**config.mk**
```make
export PLATFORM = sky130hd
export DESIGN_NAME = alu_sequencer
export DESIGN_NICKNAME = d
export VERILOG_FILES = /design/src/rtl/alu_sequencer.sv
export SDC_FILE = /design/constraint.sdc
export NUM_CORES = 1
export LEC_CHECK = 0
export BUFFER_PORTS_ARGS = -buffer_cell sky130_fd_sc_hd__buf_4
export CAP_MARGIN = 0
export CELL_PAD_IN_SITES_DETAIL_PLACEMENT = 1
export CELL_PAD_IN_SITES_GLOBAL_PLACEMENT = 2
export CORE_ASPECT_RATIO = 1.25
export CORE_MARGIN = 2
export CORE_UTILIZATION = 35
export CTS_CLUSTER_DIAMETER = 150
export CTS_CLUSTER_SIZE = 24
export DETAILED_ROUTE_END_ITERATION = 16
export GPL_ROUTABILITY_DRIVEN = 0
export PLACE_DENSITY = 0.79
export SYNTH_ARGS = -nofsm -noshare
export SYNTH_HDL_FRONTEND = slang
export SYNTH_SLANG_ARGS = --single-unit
```
**constraint.sdc**
```tcl
create_clock -name clk -period 3 [get_ports clk]
set_input_delay 0 -clock clk [delete_from_list [all_inputs] [get_ports clk]]
set_output_delay 0 -clock clk [all_outputs]
set_load 0.05 [all_outputs]
```
**src/rtl/alu_sequencer.sv**
```systemverilog
`timescale 1ns/1ps
`default_nettype none
// ----------------------------------------------------------------------------
// alu_sequencer : fetch/execute controller driving the shared 8-bit ALU
// Rev 1.0
// ----------------------------------------------------------------------------
module alu_sequencer #(
   parameter int PC_W = 5
) (
   input  logic            clk,
   input  logic            rst_n,
   input  logic            run,
   output logic            mem_req,
   output logic [PC_W-1:0] mem_addr,
   input  logic            mem_ack,
   input  logic [7:0]      mem_data,
   output logic [1:0]      alu_opcode,
   output logic [3:0]      alu_addrs,
   output logic [7:0]      alu_dIn0,
   output logic [7:0]      alu_dIn1,
   input  logic            alu_carry,
   input  logic            alu_borrow,
   input  logic            alu_bcf,
   input  logic            alu_bbf,
   input  logic            alu_buc,
   input  logic            alu_toggle,
   input  logic [7:0]      alu_dOut,
   output logic            toggle_q,
   output logic [7:0]      dbg_r3,
   output logic            busy
);

   typedef enum logic [1:0] {
      S_IDLE      = 2'd0,
      S_FETCH     = 2'd1,
      S_FETCH_IMM = 2'd2,
      S_EXEC      = 2'd3
   } state_t;

   localparam logic [PC_W-1:0] C_PC_ONE = PC_W'(1);
   localparam logic [1:0]      C_OP_ADD = 2'd0;
   localparam logic [1:0]      C_OP_SUB = 2'd1;
   localparam logic [1:0]      C_OP_MOV = 2'd3;

   state_t          r_state;
   logic [PC_W-1:0] r_pc;
   logic [7:0]      r_ir;
   logic [7:0]      r_imm;
   logic [7:0]      r_regs [4];
   logic            r_c;
   logic            r_b;
   logic            r_toggle;

   logic [1:0]      w_op;
   logic [1:0]      w_rd;
   logic [1:0]      w_rs;
   logic [1:0]      w_rm;
   logic            w_branch;
   logic            w_taken;
   logic            w_exec;

   assign w_op     = r_ir[7:6];
   assign w_rd     = r_ir[5:4];
   assign w_rs     = r_ir[3:2];
   assign w_rm     = r_ir[1:0];
   assign w_exec   = (r_state == S_EXEC);
   assign w_branch = alu_bcf | alu_bbf | alu_buc;
   assign w_taken  = alu_buc | (alu_bcf & r_c) | (alu_bbf & r_b);

   assign mem_req    = (r_state == S_FETCH) || (r_state == S_FETCH_IMM);
   assign mem_addr   = r_pc;
   assign busy       = (r_state != S_IDLE);
   assign alu_opcode = r_ir[7:6];
   assign alu_addrs  = r_ir[5:2];
   assign toggle_q   = r_toggle;
   assign dbg_r3     = r_regs[3];

   // Operands are forced to zero outside EXEC so the ALU sees a quiet bus.
   assign alu_dIn0 = (w_exec && (w_op != C_OP_MOV)) ? r_regs[w_rd] : 8'h00;
   assign alu_dIn1 = !w_exec                ? 8'h00 :
                     (w_op == C_OP_MOV)     ? r_imm : r_regs[w_rs];

   always_ff @(posedge clk) begin
      if (!rst_n) begin
         r_state  <= S_IDLE;
         r_pc     <= '0;
         r_ir     <= '0;
         r_imm    <= '0;
         r_c      <= 1'b0;
         r_b      <= 1'b0;
         r_toggle <= 1'b0;
         for (int i = 0; i < 4; i++) r_regs[i] <= '0;
      end else begin
         case (r_state)
            S_IDLE: begin
               if (run) r_state <= S_FETCH;
            end
            S_FETCH: begin
               if (mem_ack) begin
                  r_ir    <= mem_data;
                  r_pc    <= r_pc + C_PC_ONE;
                  r_state <= (mem_data[7:6] == C_OP_MOV) ? S_FETCH_IMM : S_EXEC;
               end
            end
            S_FETCH_IMM: begin
               if (mem_ack) begin
                  r_imm   <= mem_data;
                  r_pc    <= r_pc + C_PC_ONE;
                  r_state <= S_EXEC;
               end
            end
            S_EXEC: begin
               if (w_op == C_OP_MOV) begin
                  // Any branch flag turns the two-byte op into a branch with no write-back.
                  if (!w_branch)    r_regs[w_rm] <= alu_dOut;
                  else if (w_taken) r_pc         <= r_imm[PC_W-1:0];
               end else begin
                  r_regs[w_rd] <= alu_dOut;
                  if (w_op == C_OP_ADD) r_c <= alu_carry;
                  if (w_op == C_OP_SUB) r_b <= alu_borrow;
               end
               if (alu_toggle) r_toggle <= ~r_toggle;
               r_state <= run ? S_FETCH : S_IDLE;
            end
            default: r_state <= S_IDLE;
         endcase
      end
   end

endmodule
`default_nettype wire
```
==> qor.csv <==
stage;metric;value;unit
min_path;worst min path class;input pin to flop;
timing;setup repair after global routing missed its margin;no;
routing;remaining routing DRC violations;0;
routing;uppermost layer routed;met4;
pwr;power density of the placed cells;721.0;mW/mm²
status;run status;finished, final reports clean;
grt;Overall Global Routing Usage;0.1904;
timing;Final period util;0.8367;
yosys;number of nets produced by synthesis;328;
layout;fraction of layout cells with a size suffix above 1;0.2903;
yosys;warning count from the yosys run;0;
clock_network;clock latency reported for the late side of the worst-skew pair;0.33;ns
placed_design;pre-CTS WS;0.4809;ns
yosys;post-synthesis cell type count;43;
timing;transition time of the tightest slew-check pin;0.5972;ns
routing;length of the first detailed-routing pass in iterations;4;
worst_setup_path;Setup crit start kind;flop;
timing;Slew headroom;0.6013;
clock_network;maximum level of the CTS H-tree;3;
timing;final setup violation count;0;
clock_network;clock sink count;62;
grt;total congestion overflow;0;
worst_setup_path;top fanout value on the critical path;9;
floorplanning;number of top-level pins;64;
layout;Antenna diodes;0;
yosys;number of enable-type register cells in the synthesized netlist;32;
pwr;leakage;1.621;nW
routing;count of antenna-violating nets left after detailed routing;0;
yosys;Post-Syn Area per Cell;11.03;µm²
placed_design;Placed Cells incl. Taps;462;
worst_setup_path;type of the setup path with the least slack;flop to flop;
yosys;async set or reset register ratio after synthesis;0;
layout;post-layout net count;399;
routing;count of vias placed by the detailed router;2545;
grt;largest net degree at the start of global routing;24;
timing;maximum clock skew at final layout;0.008708;ns
clock_network;CTS max path bufs;2;
clock_network;CTS Buf Count;9;
routing;per-cell routed wire length;18.40;µm
floorplanning;row count;39;
layout;post-layout instance count excluding filler cells;495;
routing;Avg Vias per Cell;5.141;
grt;initial antenna violation count;0;
floorplanning;Die Ht;112.0;µm
floorplanning;chip width;90.40;µm
timing;total negative setup slack;0;ns
placed_design;total of buffers placed on input and output ports;63;
routing;Met1 Routed Length;3.851;mm
clock_network;CTS tree;built;
timing;least setup slack across all paths after layout;0.4898;ns
layout;P&R area growth vs syn;29.20;%
worst_setup_path;worst path cell trace;ha_1 > nor4b_4 > a32o_1 > and4_1 > nand2b_1;
timing;upper clock frequency limit;398.4;MHz
routing;post-detailed-routing wire length;9.107;mm
worst_setup_path;Critical Path Slowest Stage Cell;sky130_fd_sc_hd__nor4b_4;
worst_setup_path;required time reported for the critical path endpoint;2.98;ns
clock_network;clock tree root driver cell;sky130_fd_sc_hd__clkbuf_16;
pwr;Total Power Consumption;3.042;mW
clock_network;clock-pin slew on the worst setup and hold paths;0.05;ns
floorplanning;core outline area;0.009125;mm²
yosys;total of flip-flops plus latches after synthesis;62;
worst_setup_path;critical path arrival;2.49;ns
worst_setup_path;delay of the slowest critical-path stage;0.47;ns
yosys;post-synthesis instance total;296;
yosys;cell area after synthesis;0.003266;mm²
yosys;most used flip-flop cell after synthesis;sky130_fd_sc_hd__edfxtp_1;
floorplanning;floorplan die area;0.01012;mm²
yosys;Seq/Total Area, Yosys;0.4782;
worst_setup_path;depth of the worst register-to-register path;5;
timing;Max Transition Viols Final;0;
layout;Filler cells;1001;
pwr;Max rail drop VDD;0.3983;mV
timing;final count of hold timing violations;0;
placed_design;HPWL reported at the end of detailed placement;6.660;mm
routing;met2 wire len;4.738;mm
grt;wire length of the first global-routing pass;14.58;mm
worst_setup_path;Critical Path Sink Type;flop;
timing;shortest clock period the worst path allows after layout;2.510;ns
min_path;cell count of the worst hold path;4;
floorplanning;Initial Util;0.3579;
routing;sum of met3 wire segment lengths after detailed routing;364;µm
routing;initial drt markers;87;
grt;number of global-route vias before repair;2720;
flow_run;count of max-cap constraint violations;0;
-- state kept, by name, indices dropped and copies added (netlist names), named ones only --
register,count
r_ir,8
r_imm,8
toggle_q,1
r_c,1
r_state,2
mem_addr,5
r_regs,32
r_b,1
-- final timing paths --
path                   start      endpoint  slack, ns
hold / removal    alu_toggle      toggle_q       0.02
setup reg to reg  r_state[1]  r_regs[2][7]       0.49
hold reg to reg     r_imm[5]      r_imm[5]       0.46
setup / recovery  r_state[1]  r_regs[2][7]       0.49
-- kinds of logic after synthesis --
logic type	count (synthesis)	synth area share
compound gates	49	0.1157
mux	20	0.1226
fa+ha+maj	6	0.02299
xor+xnor	1	0.002682
buf+inv	30	0.04444
flops	62	0.4782
simple gates	128	0.2134
-- Yosys cell counts (2+ instances only) --
library cell                n  area, µm²
sky130_fd_sc_hd__nand2_1   46      172.7
sky130_fd_sc_hd__and2_1    34      212.7
sky130_fd_sc_hd__edfxtp_1  32      960.9
sky130_fd_sc_hd__dfxtp_1   30      600.6
sky130_fd_sc_hd__nand3_1   19      95.09
sky130_fd_sc_hd__mux4_2    16      360.4
sky130_fd_sc_hd__a21boi_0  15      112.6
sky130_fd_sc_hd__a21oi_1   11      55.05
sky130_fd_sc_hd__clkbuf_1   9      33.78
sky130_fd_sc_hd__nor2b_2    8      70.07
sky130_fd_sc_hd__buf_4      7      52.55
sky130_fd_sc_hd__nor2_1     7      26.28
sky130_fd_sc_hd__ha_1       6      75.07
sky130_fd_sc_hd__inv_1      6      22.52
sky130_fd_sc_hd__buf_2      5      25.02
sky130_fd_sc_hd__mux2i_1    4      40.04
sky130_fd_sc_hd__nand2b_1   4      25.02
sky130_fd_sc_hd__a211oi_1   3      22.52
sky130_fd_sc_hd__a32o_1     3      30.03
sky130_fd_sc_hd__nand3b_1   3      22.52
sky130_fd_sc_hd__a31o_2     2      17.52
sky130_fd_sc_hd__a31oi_1    2      12.51
sky130_fd_sc_hd__buf_1      2      7.510
sky130_fd_sc_hd__nor2b_1    2      12.51
sky130_fd_sc_hd__o31ai_1    2      15.01
-- through the flow --
stage	util	area (µm²)	hold WS [ns]
after detailed placement	0.4160	3796	0.2523
after floorplan	-	3266	0.1439
after CTS	0.4624	4219	0.009847
after global placement	0.4160	3796	0.2360
after global routing	0.4624	4219	0.03077
final	0.4624	4219	0.02441
-- routing by layer --
layer | track usage | up-vias
li1 | - | 1204
met1 | 0.2275 | 1260
met2 | 0.3318 | 69
met3 | 0.04601 | 12
met4 | 0.07282 | 0
met5 | 0 | -
-- power breakdown --
group          internal (mW)  switching, mW  leakage (nW)
combinational          0.383          0.648         0.924
clock                  0.555          0.350         0.122
sequential              1.00          0.106         0.574
total                   1.94           1.10          1.62
-- final cells by class --
class,count,area (µm²),area share
Clock buffer,14,244.0,0.05783
Clock inverter,2,8.758,0.002076
Inverter,7,26.28,0.006228
Multi-Input combinational cell,204,1559,0.3695
Sequential cell,62,1562,0.3701
Tap cell,123,153.9,0.03648
Timing Repair Buffer,83,665.6,0.1578
-- cells in the final DEF, fill, tap and decap left out, types with 7 or more instances in the layout --
cell                            count
sky130_fd_sc_hd__dfxtp_1           30
sky130_fd_sc_hd__edfxtp_1          32
sky130_fd_sc_hd__dlygate4sd3_1     17
sky130_fd_sc_hd__a21boi_0          15
sky130_fd_sc_hd__and2_1            34
sky130_fd_sc_hd__nand2_1           46
sky130_fd_sc_hd__nor2b_2            8
sky130_fd_sc_hd__nor2_1             7
sky130_fd_sc_hd__clkbuf_16          9
sky130_fd_sc_hd__nand3_1           19
sky130_fd_sc_hd__a21oi_1           11
sky130_fd_sc_hd__mux4_2            16
sky130_fd_sc_hd__buf_4             66
-- critical path: cells and delay by family, from the launching register on --
kind / cells / cell delay [ns]
compound gates: 1 / 0.24
fa+ha+maj: 1 / 0.31
simple gates: 3 / 1.24
flops: 1 / 0.37
-- repair_timing --
item / 4_1_cts / 5_1_grt
endpoints found under the hold margin: 40 / 0
hold buffers: 17 / 0
buffers inserted: 0 / 0
gates resized for setup: 0 / 0
setup endpoints to repair: 0 / 0
Note: power is estimated with default switching activity, not from simulation.
